$ cat config.mk
export PLATFORM = sky130hd
export DESIGN_NAME = prog_loader
export DESIGN_NICKNAME = d
export VERILOG_FILES = /design/src/rtl/prog_loader.sv
export SDC_FILE = /design/constraint.sdc
export NUM_CORES = 1
export LEC_CHECK = 0
export CAP_MARGIN = 10
export CORE_MARGIN = 2
export CORE_UTILIZATION = 54
export DETAILED_ROUTE_END_ITERATION = 16
export GPL_ROUTABILITY_DRIVEN = 0
export HOLD_SLACK_MARGIN = 0.06
export PLACE_DENSITY = 0.85
export SLEW_MARGIN = 0
export SYNTH_ARGS = -nofsm -noshare
export SYNTH_HDL_FRONTEND = slang
export SYNTH_SLANG_ARGS = --single-unit
export TNS_END_PERCENT = 1
$ cat constraint.sdc
create_clock -name clk -period 1.9 [get_ports clk]
set_input_delay 0.38 -clock clk [delete_from_list [all_inputs] [get_ports clk]]
set_output_delay 0.38 -clock clk [all_outputs]
set_load 0.02 [all_outputs]
$ cat src/rtl/prog_loader.sv
// -----------------------------------------------------------------------------
// prog_loader
//
// Writer side of the instruction-fetch path. A program image arrives as a byte
// stream framed as: 16-bit word count N, then N 16-bit data words, every field
// big-endian (high byte first). Each data word is written into the instruction
// memory at consecutive addresses starting from 0. The fetch unit is held
// disabled (cpu_en low) until the whole image has been written.
//
// Optional feature (macro PROG_LOADER_CHECKSUM_EN):
//   When defined, the data words are followed by a 16-bit checksum equal to the
//   sum of all data words mod 2^16 (0 when N == 0). A match ends in DONE, a
//   mismatch in ERR. Data words are still written as they arrive; only cpu_en
//   waits for the checksum to pass. When undefined there is no checksum field
//   and err is raised only for an oversize word count.
//
// Parameters:
//   ADDR_W     instruction memory address width, DEPTH = 2**ADDR_W words
//              (ADDR_W must be 16 or less)
//
// Ports:
//   clk        system clock, rising edge
//   rst        synchronous active-high reset, wins over every other input
//   in_data    stream byte
//   in_valid   in_data valid
//   in_ready   loader accepts a byte
//   reload     single-cycle pulse, restarts loading from DONE or ERR
//   mem_we     instruction memory write strobe, one cycle per word
//   mem_addr   write address (holds its last value while mem_we is low)
//   mem_wdata  write data {hi, lo} (holds its last value while mem_we is low)
//   cpu_en     fetch unit enable, high only in DONE
//   done       image loaded successfully
//   err        frame error (oversize, or checksum mismatch when enabled)
//   dbg_state  current FSM state encoding, for observation only
//
// Handshake: a byte transfers on a rising clk edge where in_valid and in_ready
// are both high. in_ready depends only on the FSM state (and rst), never on
// in_valid. The source may hold or drop in_valid at any time; the loader simply
// waits, so bytes may arrive with arbitrary gaps.
// -----------------------------------------------------------------------------
module prog_loader #(
  parameter int ADDR_W = 8
) (
  input  logic              clk,
  input  logic              rst,
  input  logic [7:0]        in_data,
  input  logic              in_valid,
  output logic              in_ready,
  input  logic              reload,
  output logic              mem_we,
  output logic [ADDR_W-1:0] mem_addr,
  output logic [15:0]       mem_wdata,
  output logic              cpu_en,
  output logic              done,
  output logic              err,
  output logic [3:0]        dbg_state
);

  // Word count limit; 17 bits so that 2**16 still fits for ADDR_W == 16.
  localparam logic [16:0] DEPTH = 17'(1) << ADDR_W;

  // S_SETTLE covers the cycle after the final byte of a frame: in the default
  // build the last mem_we pulse is still on the bus, with the checksum enabled
  // it is the cycle in which the received checksum is compared.
  typedef enum logic [3:0] {
    S_HDR_HI  = 4'd0,
    S_HDR_LO  = 4'd1,
    S_DAT_HI  = 4'd2,
    S_DAT_LO  = 4'd3,
    S_CSUM_HI = 4'd4,
    S_CSUM_LO = 4'd5,
    S_SETTLE  = 4'd6,
    S_DONE    = 4'd7,
    S_ERR     = 4'd8
  } state_t;

  state_t              state;
  state_t              state_n;

  logic [7:0]          hi_q;        // high byte of the field being received
  logic [ADDR_W-1:0]   word_idx;    // next write address, wraps after DEPTH-1
  logic [16:0]         words_left;  // data words still expected in this frame
  logic                we_q;
  logic [ADDR_W-1:0]   addr_q;
  logic [15:0]         wdata_q;

`ifdef PROG_LOADER_CHECKSUM_EN
  logic [15:0]         sum_q;       // running sum of data words mod 2^16
  logic [15:0]         csum_q;      // checksum field as received
`endif

  logic                accept;
  logic [15:0]         field;       // {held high byte, current byte}
  logic                oversize;
  logic                last_word;
  logic                reload_ok;

  assign accept    = in_valid && in_ready;
  assign field     = {hi_q, in_data};
  assign oversize  = {1'b0, field} > DEPTH;
  assign last_word = (words_left == 17'd1);
  assign reload_ok = reload && ((state == S_DONE) || (state == S_ERR));

  // ---------------------------------------------------------------------------
  // FSM state register
  // ---------------------------------------------------------------------------
  always_ff @(posedge clk) begin
    if (rst) begin
      state <= S_HDR_HI;
    end else begin
      state <= state_n;
    end
  end

  // ---------------------------------------------------------------------------
  // FSM next state and ready
  // ---------------------------------------------------------------------------
  always_comb begin
    state_n  = state;
    in_ready = 1'b0;

    case (state)
      S_HDR_HI: begin
        in_ready = 1'b1;
        if (accept) state_n = S_HDR_LO;
      end

      S_HDR_LO: begin
        in_ready = 1'b1;
        if (accept) begin
          if (oversize) begin
            state_n = S_ERR;
          end else if (field == 16'd0) begin
`ifdef PROG_LOADER_CHECKSUM_EN
            state_n = S_CSUM_HI;
`else
            state_n = S_DONE;
`endif
          end else begin
            state_n = S_DAT_HI;
          end
        end
      end

      S_DAT_HI: begin
        in_ready = 1'b1;
        if (accept) state_n = S_DAT_LO;
      end

      S_DAT_LO: begin
        in_ready = 1'b1;
        if (accept) begin
          if (last_word) begin
`ifdef PROG_LOADER_CHECKSUM_EN
            state_n = S_CSUM_HI;
`else
            state_n = S_SETTLE;
`endif
          end else begin
            state_n = S_DAT_HI;
          end
        end
      end

      S_CSUM_HI: begin
        in_ready = 1'b1;
        if (accept) state_n = S_CSUM_LO;
      end

      S_CSUM_LO: begin
        in_ready = 1'b1;
        if (accept) state_n = S_SETTLE;
      end

      S_SETTLE: begin
`ifdef PROG_LOADER_CHECKSUM_EN
        state_n = (csum_q == sum_q) ? S_DONE : S_ERR;
`else
        state_n = S_DONE;
`endif
      end

      S_DONE, S_ERR: begin
        if (reload) state_n = S_HDR_HI;
      end

      default: begin
        state_n = S_HDR_HI;
      end
    endcase

    // Nothing is accepted in the reset cycle.
    if (rst) in_ready = 1'b0;
  end

  // ---------------------------------------------------------------------------
  // Datapath: field capture, word counting and the registered write port
  // ---------------------------------------------------------------------------
  always_ff @(posedge clk) begin
    if (rst) begin
      hi_q       <= 8'd0;
      word_idx   <= '0;
      words_left <= 17'd0;
      we_q       <= 1'b0;
      addr_q     <= '0;
      wdata_q    <= 16'd0;
`ifdef PROG_LOADER_CHECKSUM_EN
      sum_q      <= 16'd0;
      csum_q     <= 16'd0;
`endif
    end else begin
      // The write strobe is a single-cycle pulse per completed word.
      we_q <= 1'b0;

      if (accept) begin
        case (state)
          S_HDR_HI, S_DAT_HI, S_CSUM_HI: begin
            hi_q <= in_data;
          end

          S_HDR_LO: begin
            words_left <= {1'b0, field};
            word_idx   <= '0;
`ifdef PROG_LOADER_CHECKSUM_EN
            sum_q      <= 16'd0;
`endif
          end

          S_DAT_LO: begin
            we_q       <= 1'b1;
            addr_q     <= word_idx;
            wdata_q    <= field;
            word_idx   <= word_idx + 1'b1;
            words_left <= words_left - 17'd1;
`ifdef PROG_LOADER_CHECKSUM_EN
            sum_q      <= sum_q + field;
`endif
          end

`ifdef PROG_LOADER_CHECKSUM_EN
          S_CSUM_LO: begin
            csum_q <= field;
          end
`endif

          default: begin
          end
        endcase
      end

      if (reload_ok) begin
        word_idx   <= '0;
        words_left <= 17'd0;
      end
    end
  end

  // ---------------------------------------------------------------------------
  // Outputs. Gating with rst keeps every strobe low in the reset cycle, which
  // also drops a write that was pending when rst arrived.
  // ---------------------------------------------------------------------------
  assign mem_we    = we_q && !rst;
  assign mem_addr  = addr_q;
  assign mem_wdata = wdata_q;
  assign done      = (state == S_DONE) && !rst;
  assign cpu_en    = done;
  assign err       = (state == S_ERR) && !rst;
  assign dbg_state = state;

endmodule
==> metrics.md <==
| Metric | Value |
|---|---|
| Total Routing Usage GR | 0.3020 |
| Critical Path RT | 2.13 ns |
| Hold slack | 0.4541 ns |
| Die width | 78.64 um |
| Port-buffer cells | 44 |
| Syn Nets | 401 |
| R2R Setup Slk | -0.04 ns |
| Number of global-route vias before repair | 3009 |
| RSZ-0062 raised after global routing | true |
| Relative slew slack | 0.6271 |
| Min-delay worst type | reg2reg |
| Global-route wire length before repair | 14.63 mm |
| Min Tclk post-route | 1.937 ns |
| Syn_area_per_cell | 7.792 um^2 |
| N_diodes | 0 |
| Clock Skew | 0.006538 ns |
| Share of cells above drive strength 1 | 0.1918 |
| Detailed Route WL | 9.267 mm |
| Status | finished with violations |
| Seq pwr share | 0.429 |
| Wirelength per Cell | 17.29 um |
| Cell taking the most area after synthesis | dfxtp_1 |
| Synth async-reset ratio | 0 |
| Post-CTS Setup Inserts | 0 |
| End of the worst hold path | mem_addr[6] |
| Rows | 27 |
| Combinational share of power | 0.118 |
| Grt ovf | 0 |
| Placed inst area | 3777 um^2 |
| Syn Std Cell Area | 3008 um^2 |
| Slew @ Worst Pin | 0.5542 ns |
| Maximum Capacitance Violations | 0 |
| Largest net degree at the start of global routing | 38 |
| RR Startpoint | dbg_state[2] |
| Synthesized flop and latch total | 62 |
| CTS H-Tree Depth | 3 |
| Post-synth cell types | 55 |
| Synth top area share | 0.4126 |
| Commonest non-fill, non-tap cells in the layout | nand2_1 (80), dfxtp_1 (61), a21oi_1 (50) |
| Worst Setup End Kind | flop |
| Min-delay src | mem_addr[6] |
| Psw | 781.5 uW |
| Initial antenna violation count | 0 |
| PwrDens | 771.7 nW/um^2 |
| Final nets | 474 |
| CP startpoint | dbg_state[2] |
| Chip Height | 78.64 um |
| Clock power frac | 0.453 |
| Switching Fraction | 0.2488 |
| Filler Cells Inserted | 350 |
| DRT Pass-1 Iters | 5 |
| Yosys warnings | 0 |
| Dpl ws | -0.3112 ns |
| Worst Path Max Fanout | 12 |
| Top cells by area, synth | dfxtp_1 (41%), nand2_1 (10%), a21oi_1 (8.3%), nor2_1 (3.9%), mux2i_1 (3.0%) |
| CTS Buf Count | 9 |
| VDD IR max | 0.0006671 V |
| Starting Density | 0.5530 |
| Worst setup SP type | flop |
| Total power | 3141 uW |
| Hpwl dp | 5.900 mm |
| R2R Path End | dbg_state[0] |
| Root Buffer | clkbuf_8 |
| Arr. time, crit path | 2.16 ns |
| Clock buffer depth | 2 |
| Maximum clock frequency | 516.3 MHz |
| Final period util | 1.019 |
| Clock latency on the worst-skew pair | 0.34 ns |
| 1st-iter DRT viols | 339 |
| CTS tree | built |
| Mapped Cells | 386 |
| Fin worst setup slack | -0.03682 ns |
| P_int | 2359 uW |
| Kind of critical path | reg2reg |
| Hold Path Cell Cnt | 2 |
| Leak | 0.001571 uW |
| Sink Count | 62 |
| Slew Limit Fails | 0 |
| Core area | 5439 um^2 |
| I/O pin cnt | 45 |
| Ys flop type | dfxtp_1 |
| Core Util, Final | 0.7483 |
| DRT antenna net count | 0 |
| Setup violators final | 3 |
| Register area share after synthesis | 0.4126 |
| Syn-to-layout area delta | 35.32% |
| Worst-path clk slew | 0.07 ns |
| Hold buffer count at cts | 0 |
| Final Cell Area | 4070 um^2 |
| Worst-case reg-to-reg path depth | 6 |
| Violated checks | setup timing |
| Vias | 3291 |
| Commonest non-fill, non-tap cell in the layout | nand2_1 |
| Hold Vio Cnt, Final | 0 |
| Die footprint | 6183 um^2 |
| Vias per cell | 6.140 |
| DRC | 0 |
| Number of flops mapped to enable cells by yosys | 0 |
state kept, by name, summed over array words and instances, names as in the netlist:
| register | flops |
|---|---|
| words_left | 17 |
| mem_wdata | 16 |
| hi_q | 8 |
| mem_addr | 8 |
| word_idx | 8 |
| dbg_state | 4 |
| we_q | 1 |
power groups by stage:
stage	clock (uW)	sequential [uW]	combinational [uW]
2_1_floorplan	0	1370	188
3_3_place_gp	0	1370	327
3_5_place_dp	0	1370	335
4_1_cts	1420	1350	342
5_1_grt	1480	1350	389
6_report	1420	1350	369
routing by layer:
layer  wire length, um  track usage  vias to the layer above
met5                 0            0                        -
li1                  -            -                     1515
met4               347       0.1456                        0
met1              3676       0.3807                     1539
met3               739      0.06207                       35
met2              4502       0.4923                      202
critical path, stage by stage (launching register included):
cell,delay [ns]
dfxtp_1,0.31
buf_4,0.17
or3b_4,0.42
or2_1,0.25
nor4_2,0.30
nor2b_1,0.10
o41ai_1,0.27
kinds of logic after synthesis:
| kind of cell | Yosys count | synth area share |
|---|---|---|
| AO/OA/AOI/OAI | 98 | 0.1972 |
| adder cells (fa/ha/maj) | 3 | 0.01248 |
| multiplexers | 10 | 0.03369 |
| XOR/XNOR | 1 | 0.002912 |
| flip-flops | 62 | 0.4126 |
| buffers and inverters | 35 | 0.04992 |
| AND/OR/NAND/NOR | 177 | 0.2912 |
stage by stage:
step	TNS (ns)	instances
3_5_place_dp	-12.19	520
3_3_place_gp	-9.814	520
4_1_cts	-0.04142	536
6_report	-0.07366	536
5_1_grt	-0.2737	536
2_1_floorplan	-0.04376	386
worst max path at each step:
stage | endpoint | slack, ns | cells past startpoint
after floorplan | done | -0.04 | 4
after global placement | words_left[15] | -0.27 | 7
after detailed placement | words_left[15] | -0.31 | 7
after CTS | cpu_en | -0.02 | 4
after global routing | done | -0.08 | 4
final | dbg_state[0] | -0.04 | 6
area by class of cell:
class                           instances  area [um^2]  share of cell area
Sequential cell                        62         1242              0.3053
Multi-Input combinational cell        289         1669              0.4101
Inverter                                7        26.28            0.006456
Clock inverter                          7        120.1             0.02951
Timing Repair Buffer                   90        798.3              0.1961
Clock buffer                            9        123.9             0.03043
Tap cell                               72        90.09             0.02213
synthesized netlist by cell type, types with 2 or more instances:
cell type	number
a211oi_1	5
a21o_1	2
a21oi_1	50
a311oi_1	2
a31oi_1	4
and3_1	2
buf_1	5
buf_2	9
buf_4	2
clkbuf_1	12
dfxtp_1	62
ha_1	3
inv_1	7
mux2i_1	9
nand2_1	80
nand2b_1	3
nand3_1	6
nand3b_1	3
nand4_1	5
nor2_1	31
nor2b_1	6
nor3_1	14
nor4_1	8
nor4_2	2
nor4b_1	2
o21ai_0	15
o22ai_1	5
o32a_1	2
or2_2	3
or3_1	2
timing repair:
item	4_1_cts	5_1_grt
cloned	0	0
resized for setup	11	19
setup endpoints to repair	9	33
endpoints found under the hold margin	0	0
pin swaps	0	0
(Power assumes the default switching activity.)
